**config.mk**
```make
export PLATFORM = sky130hd
export DESIGN_NAME = dmem_arbiter
export DESIGN_NICKNAME = d
export VERILOG_FILES = /design/src/rtl/dmem_arb_pkg.sv /design/src/rtl/rr_arbiter.sv /design/src/rtl/dmem_arbiter.sv
export SDC_FILE = /design/constraint.sdc
export NUM_CORES = 1
export LEC_CHECK = 0
export ABC_AREA = 1
export CAP_MARGIN = 30
export CORE_MARGIN = 5
export CORE_UTILIZATION = 38
export CTS_CLUSTER_SIZE = 20
export DETAILED_ROUTE_END_ITERATION = 10
export PLACE_DENSITY_LB_ADDON = 0.2
export SLEW_MARGIN = 30
export SYNTH_ARGS = -nofsm -noshare
export SYNTH_HDL_FRONTEND = slang
export SYNTH_SLANG_ARGS = --single-unit
```
**constraint.sdc**
```tcl
create_clock -name clk -period 1.6 [get_ports clk]
set_input_delay 0.32 -clock clk [delete_from_list [all_inputs] [get_ports clk]]
set_output_delay 0.32 -clock clk [all_outputs]
set_load 0.02 [all_outputs]
```
**src/rtl/dmem_arb_pkg.sv**
```systemverilog
// rtl/dmem_arb_pkg.sv - shared FSM states, access-mask encodings and helpers for dmem_arbiter
package dmem_arb_pkg;

   typedef logic [1:0] arb_state_t;

   localparam arb_state_t ST_IDLE  = 2'd0;
   localparam arb_state_t ST_ISSUE = 2'd1;
   localparam arb_state_t ST_WAIT  = 2'd2;
   localparam arb_state_t ST_RESP  = 2'd3;

   // bit 2 = unsigned load, bits 1:0 = access size
   typedef enum logic [2:0] {
      MASK_BYTE   = 3'b000,
      MASK_HALF   = 3'b001,
      MASK_WORD   = 3'b010,
      MASK_BYTE_U = 3'b100,
      MASK_HALF_U = 3'b101
   } mem_mask_e;

   localparam int GRANT_CNT_W = 16;

   function automatic logic [GRANT_CNT_W-1:0] sat_inc(input logic [GRANT_CNT_W-1:0] v);
      return (&v) ? v : v + 1'b1;
   endfunction

endpackage

```
**src/rtl/rr_arbiter.sv**
```systemverilog
// rtl/rr_arbiter.sv - round-robin / fixed-priority request arbiter (one-hot grant plus index)
module rr_arbiter #(
   parameter int NUM_CORES = 2,
   parameter int IDX_W     = 1
) (
   input  logic [NUM_CORES-1:0] req,
   input  logic [IDX_W-1:0]     last_owner,
   input  logic                 rr_mode,
   output logic [NUM_CORES-1:0] grant,
   output logic [IDX_W-1:0]     grant_idx,
   output logic                 grant_vld
);
   localparam logic [NUM_CORES-1:0] ONE = {{(NUM_CORES-1){1'b0}}, 1'b1};

   int               cand;
   logic [IDX_W-1:0] cand_idx;

   always_comb begin
      grant_idx = '0;
      grant_vld = 1'b0;
      cand      = 0;
      cand_idx  = '0;
      if (rr_mode) begin
         // walk from farthest to nearest offset so the nearest pending core wins
         for (int k = NUM_CORES; k >= 1; k--) begin
            cand = int'(last_owner) + k;
            if (cand >= NUM_CORES) cand = cand - NUM_CORES;
            cand_idx = IDX_W'(cand);
            if (req[cand_idx]) begin
               grant_idx = cand_idx;
               grant_vld = 1'b1;
            end
         end
      end else begin
         for (int k = NUM_CORES - 1; k >= 0; k--) begin
            if (req[k]) begin
               grant_idx = IDX_W'(k);
               grant_vld = 1'b1;
            end
         end
      end
      grant = grant_vld ? (ONE << grant_idx) : '0;
   end

endmodule

```
**src/rtl/dmem_arbiter.sv**
```systemverilog
// rtl/dmem_arbiter.sv - multi-core data-memory arbiter, one outstanding access at a time
// Optional per-core grant counters with DMEM_ARB_STATS_EN.
module dmem_arbiter #(
   parameter int NUM_CORES     = 2,
   parameter int ADDR_W        = 10,
   parameter int DATA_W        = 32,
   parameter int RR_EN_DEFAULT = 1
) (
   input  logic                        clk,
   input  logic                        reset,
   input  logic [NUM_CORES-1:0]        core_rd_en,
   input  logic [NUM_CORES-1:0]        core_wr_en,
   input  logic [NUM_CORES*ADDR_W-1:0] core_addr,
   input  logic [NUM_CORES*DATA_W-1:0] core_wdata,
   input  logic [NUM_CORES*3-1:0]      core_mask,
   output logic [NUM_CORES-1:0]        core_stall,
   output logic [NUM_CORES-1:0]        core_done,
   output logic [DATA_W-1:0]           core_rdata,
   output logic                        mem_rd_en,
   output logic                        mem_wr_en,
   output logic [ADDR_W-1:0]           mem_addr,
   output logic [DATA_W-1:0]           mem_wdata,
   output logic [2:0]                  mem_mask,
   input  logic [DATA_W-1:0]           mem_rdata,
   input  logic                        mem_ack
`ifdef DMEM_ARB_STATS_EN
   ,
   output logic [NUM_CORES*16-1:0]     grant_cnt
`endif
);
   import dmem_arb_pkg::*;

   localparam int IDX_W = (NUM_CORES > 1) ? $clog2(NUM_CORES) : 1;
   localparam logic RR_MODE = (RR_EN_DEFAULT != 0);
   localparam logic [NUM_CORES-1:0] ONE = {{(NUM_CORES-1){1'b0}}, 1'b1};

   arb_state_t        state_q, state_d;
   logic [IDX_W-1:0]  owner_q, owner_d;
   logic [IDX_W-1:0]  last_owner_q, last_owner_d;
   logic [ADDR_W-1:0] addr_q, addr_d;
   logic [DATA_W-1:0] wdata_q, wdata_d;
   logic [2:0]        mask_q, mask_d;
   logic              op_wr_q, op_wr_d;
   logic [DATA_W-1:0] rdata_q, rdata_d;

   logic [NUM_CORES-1:0] gnt;
   logic [IDX_W-1:0]     gnt_idx;
   logic                 gnt_vld;

   rr_arbiter #(.NUM_CORES(NUM_CORES), .IDX_W(IDX_W)) u_arb (
      .req       (core_rd_en | core_wr_en),
      .last_owner(last_owner_q),
      .rr_mode   (RR_MODE),
      .grant     (gnt),
      .grant_idx (gnt_idx),
      .grant_vld (gnt_vld)
   );

   always_comb begin
      state_d      = state_q;
      owner_d      = owner_q;
      last_owner_d = last_owner_q;
      addr_d       = addr_q;
      wdata_d      = wdata_q;
      mask_d       = mask_q;
      op_wr_d      = op_wr_q;
      rdata_d      = rdata_q;
      case (state_q)
         ST_IDLE: begin
            if (gnt_vld) begin
               owner_d = gnt_idx;
               for (int i = 0; i < NUM_CORES; i++) begin
                  if (gnt[i]) begin
                     addr_d  = core_addr[i*ADDR_W +: ADDR_W];
                     wdata_d = core_wdata[i*DATA_W +: DATA_W];
                     mask_d  = core_mask[i*3 +: 3];
                  end
               end
               // rd+wr together resolves to a write
               op_wr_d = |(core_wr_en & gnt);
               state_d = ST_ISSUE;
            end
         end
         ST_ISSUE, ST_WAIT: begin
            if (mem_ack) begin
               state_d = ST_RESP;
               if (!op_wr_q) rdata_d = mem_rdata;
            end else begin
               state_d = ST_WAIT;
            end
         end
         ST_RESP: begin
            last_owner_d = owner_q;
            state_d      = ST_IDLE;
         end
         default: state_d = ST_IDLE;
      endcase
   end

   always_ff @(posedge clk or negedge reset) begin
      if (!reset) begin
         state_q      <= ST_IDLE;
         owner_q      <= '0;
         last_owner_q <= IDX_W'(NUM_CORES - 1);
         addr_q       <= '0;
         wdata_q      <= '0;
         mask_q       <= '0;
         op_wr_q      <= 1'b0;
         rdata_q      <= '0;
      end else begin
         state_q      <= state_d;
         owner_q      <= owner_d;
         last_owner_q <= last_owner_d;
         addr_q       <= addr_d;
         wdata_q      <= wdata_d;
         mask_q       <= mask_d;
         op_wr_q      <= op_wr_d;
         rdata_q      <= rdata_d;
      end
   end

   assign mem_rd_en  = (state_q == ST_ISSUE) && !op_wr_q;
   assign mem_wr_en  = (state_q == ST_ISSUE) && op_wr_q;
   assign mem_addr   = addr_q;
   assign mem_wdata  = wdata_q;
   assign mem_mask   = mask_q;
   assign core_done  = (state_q == ST_RESP) ? (ONE << owner_q) : '0;
   assign core_rdata = ((state_q == ST_RESP) && !op_wr_q) ? rdata_q : '0;
   assign core_stall = (core_rd_en | core_wr_en) & ~core_done;

`ifdef DMEM_ARB_STATS_EN
   logic [NUM_CORES*16-1:0] grant_cnt_q, grant_cnt_d;

   always_comb begin
      grant_cnt_d = grant_cnt_q;
      for (int i = 0; i < NUM_CORES; i++) begin
         if (core_done[i]) grant_cnt_d[i*16 +: 16] = sat_inc(grant_cnt_q[i*16 +: 16]);
      end
   end

   always_ff @(posedge clk or negedge reset) begin
      if (!reset) grant_cnt_q <= '0;
      else        grant_cnt_q <= grant_cnt_d;
   end

   assign grant_cnt = grant_cnt_q;
`endif

endmodule

```
### Word-level counts from Yosys, hierarchy flattened

Index checks and enable logic that the tools add are counted.

* flip-flop bits (word level): 82
* logic and storage cells: 60
* output and inout bits: 83

* equality and inequality tests: 4
* shifts and indexed selects: 2
* $lt $le $gt $ge: 4
* bitwise operators: 5
* add/sub/neg operators: 4
* mux-type cells: 22
* reduce and logical (&&, ||, !) cells: 11

Operator list (number)
* 32-bit two-way mux: 3
* 10-bit two-way mux: 2
* 1-bit two-way mux: 11
* 2-bit two-way mux: 3
* 3-bit two-way mux: 2
* 2-bit case mux with 3 select lines: 1
* 3-bit AND reduction: 2
* 2-bit bitwise AND: 2
* 2-bit == test (second input constant): 2
* 1-bit by 2-bit less-than comparator with 1-bit output (second input constant): 2
* 2-bit OR reduction: 2
* 1-bit by 1-bit << shifter with 2-bit output (first input constant): 2
* 1-bit by 2-bit adder with 3-bit output (second input constant): 1
* 3-bit by 2-bit greater-or-equal comparator with 1-bit output (second input constant): 1
* 1-bit logical AND: 3
* 1-bit by 1-bit adder with 2-bit output (second input constant): 1
* 2-bit by 1-bit == test with 1-bit output (second input constant): 1
* 2-bit greater-or-equal comparator (second input constant): 1
* 2-bit logical NOT: 1
* 2-bit inequality test (second input constant): 1
* 2-bit NOT: 1
* 2-bit OR: 1
* 2-bit AND reduction: 1
* 2-bit nonzero test: 1
* 3 further kinds: 4

### Depth between registers and ports, before layout

Gate-level depths: netlist (run 1).

* depth after elaboration: 11
* mapped depth: 8
* mapped depth without buffers: 7

### By module

From an unflattened synthesis (run 1), not the netlist that was laid out.

* cells, all modules: 601
* area, all modules: 4167.7 um^2

By module, submodules not included
* dmem_arbiter: cells an instance 591, seq. area each 2053.2 um^2, times used 1, area each 4126.5 um^2
* rr_arbiter: cells an instance 10, seq. area each 0.0 um^2, times used 1, area each 41.3 um^2

### Worst setup path before layout (run 1)

Ideal clock, no wire load.

* path kind: reg2out
* from: reg state_q[0]
* to: out core_rdata[10]
* path slack: 0.101 ns
* required time: 1.280 ns
* buffers on the path: 1
* arrival: 1.179 ns
* stages on the path, launching flop included: 5
* path through: dfrtp_1 ha_1 nand2_1 clkbuf_1 nor2_1

* word-level cells in the longest chain between the ends: 3

Ends and longest elaborated chain
* start: declaration: RTL line dmem_arbiter.sv:37 `arb_state_t state_q, state_d;`
* start signal: assignment: RTL line dmem_arbiter.sv:111 `state_q <= state_d;`
* 2-bit == test: RTL line dmem_arbiter.sv:128 `assign core_rdata = ((state_q == ST_RESP) && !op_wr_q) ? rdata_q : '0;`
* 1-bit logical AND: RTL line dmem_arbiter.sv:128
* 32-bit two-way mux: RTL line dmem_arbiter.sv:128
* end: declaration: RTL line dmem_arbiter.sv:18 `output logic [DATA_W-1:0] core_rdata,`

No other way between the ends.

### Worst setup path after layout (run 1)

* from: reg state_q[0]
* to: out core_rdata[18]

Same word-level chain as after synthesis.

==> results of run 1 <==
==> report_power, final <==
group	total, mW	leakage [nW]	internal (mW)	switching, mW
Sequential	3.55	0.941	3.10	0.450
Combinational	6.81	2.84	2.85	3.97
Clock	1.90	0.133	1.06	0.836
Total	12.3	3.91	7.01	5.25
==> cell usage in the layout (no fill, tap or decap), types with 12 or more instances in the layout <==
cell,instances
clkdlybuf4s50_1,127
clkbuf_16,12
a21oi_1,26
buf_6,24
nand3_1,92
nor2_2,29
inv_1,128
buf_4,31
dfrtp_1,81
dlygate4sd2_1,45
nor2_1,40
nand2_1,148
==> registers in the layout (all words and copies together), names as in the netlist <==
name,flops
last_owner_q,1
mem_addr,10
mem_mask,3
mem_wdata,32
op_wr_q,1
owner_q,1
rdata_q,32
state_q,2
==> routing by layer <==
metal  GRT usage [%]  vias to the layer above  share of wire (%)
met2            33.6                      152                 52
met5               0                        -                  0
met4            5.88                        0                1.7
met1            22.4                     2089                 39
met3            4.87                       22                7.3
li1                -                     2228                  -
==> final cells by class <==
| cell class | count | area [sq um] |
|---|---|---|
| flip-flops and latches | 82 | 2050 |
| inverters | 132 | 498 |
| fillers | 974 | 3780 |
| repair buffers | 240 | 2450 |
| clock inverters | 7 | 51.3 |
| clock buffers | 9 | 225 |
| well taps | 140 | 175 |
| multi-input cells | 355 | 1700 |
==> how the worst max path moves through the flow <==
stage	start	to	slack, ps	cells after the start
4_1_cts	state_q[1]	core_rdata[0]	-120	5
3_3_place_gp	core_wr_en[1]	core_stall[1]	-370	4
6_report	state_q[0]	core_rdata[18]	-130	5
5_1_grt	state_q[0]	core_rdata[18]	-190	5
3_5_place_dp	core_wr_en[1]	core_stall[1]	-360	4
2_1_floorplan	state_q[0]	core_rdata[10]	100	4
==> cells by family after synthesis <==
| family | Yosys count | share of synthesized area, % |
|---|---|---|
| AND/OR/NAND/NOR | 315 | 30.5 |
| adder cells (fa/ha/maj) | 3 | 0.875 |
| AO/OA/AOI/OAI | 37 | 4.32 |
| flip-flops | 82 | 47.9 |
| buffers and inverters | 165 | 16.5 |
==> repair_timing <==
item | CTS | global route
setup endpoints to repair | 83 | 70
pin swaps | 1 | 4
resized for setup | 249 | 58
hold buffers | 0 | 0
gates cloned | 1 | 4
==> reports/qor.yml, run 1 <==
run_status:
  status: "finished, violations left"
  violations: "hold timing, setup timing"
floorplanning:
  boundaryPins: 212
  dieHeight_microns: 116
  die_w_microns: 116
  fp.dieArea_sq_um: 13500
  fp.coreArea_sq_um: 10900
  start_util_pct: 39.2
  fp-row-count: 38
sta:
  hold_viol_final: 9
  final.setup.tns_ps: -3290
  max_slew.worst_pin.slew_ps: 453
  drv_slew: 0
  max_freq_mhz: 577
  finalSetupViolations: 37
  fin_crit_ps: 1730
  fin_crit_sh_pct: 108
  clock-skew-final_ps: 6.48
  relSlewSlack_pct: 69.8
  setup_slack_ps: -132
  rsz0062_at_grt: "yes"
  holdWs_ps: -20.7
clock_tree:
  clk_pin_slew_worst_paths_ps: 70
  clk_latency_ps: 330
  clkSinkCount: 82
  cts_tree: "yes"
  cts_made_buffers: 9
  cts_setup_buffers: 0
  clockBufferDepth: 2
  htree_levels: 3
  clockRootBuffer: "clkbuf_16"
synthesis:
  syn_area_sq_um: 4290
  yosysMostFrequentCell: "nand2_1"
  synth_top_area_share_pct: 47.2
  ys.flop_type: "dfrtp_1"
  ys_seq_area_share_pct: 47.9
  ys_seq_elements: 82
  synthesis.nets: 734
  yosys.area.top_type: "dfrtp_1"
  synth_edf_count: 0
  yosysWarnings: 0
  yosys-top-cells-area: "dfrtp_1 (47%), nand2_1 (13%), inv_1 (11%)"
  netlist_top_cells_count: "nand2_1 (151), inv_1 (130), nand3_1 (92), dfrtp_1 (81), nor2_1 (70)"
  avgSynthCellArea_sq_um: 7.13
  synthDistinctLibCells: 19
  async_reset_ff_share_pct: 100
  syn_inst: 602
routing:
  wire_per_inst_microns: 13.8
  drt-initial-drc-count: 266
  vias: 4491
  drt_pre_antenna_iters: 6
  avgViaCountPerCell: 4.65
  drcViolationCount: 0
  wirelength_microns: 13300
  antenna_left: 0
worst_setup_path:
  cp-start-kind: "flop"
  worst-setup-path-type: "flop to output port"
  crit_required_ps: 1280
  r2r_setup_slack_ps: 30
  arrival_ps: 1410
  crit_path_end_kind: "output port"
  critPathMaxStageDelay_ps: 390
  reg2reg_depth: 9
  timing.rr.end: "rdata_q[13]"
  cp_num_buf_inv: 2
  r2r_start: "state_q[1]"
  critPathTopFamily: "flip-flops"
  crit_fanout: 16
  crit_chain: "ha_4 -> nand2_4 -> buf_12 -> nor2_1 -> buf_4"
  cp_slowest_cell: "dfrtp_1"
grt:
  grt_use_total_pct: 18.9
  grt_pass1_wl_microns: 20700
  gr-total-overflow: 0
  grt_pass1_vias: 4446
  antenna_found_initial: 0
  grt_max_degree: 83
finish:
  drive_gt1_share_pct: 16.2
  final_util_pct: 65.4
  diodes: 0
  final_area_sq_um: 7150
  fin_cells: 965
  nNetsFinal: 952
  area_growth_pct: 66.7
placement:
  port_buffers: 211
  dp_slack_ps: -360
  dpl_cell_area_sq_um: 6670
  hpwl_microns: 9660
  dp_cells: 944
  gp_congestion: 0.845
power_and_ir_drop:
  peakVddDrop_uv: 787
  power.density_nw_per_um2: 1710
  p_leak_nw: 3.91
  total_power_mw: 12.3
job:
  maxCapViolations: 0
min_path:
  hp-class: "primary input to async pin"
No activity file was read; power rests on OpenSTA's default activity.
==> run 2, diff against run 1 <==
Settings changed: SLEW_MARGIN 30 to default.
==> results of run 2 <==
Same layout as run 1: the final DEF is identical, and so are final timing and power.
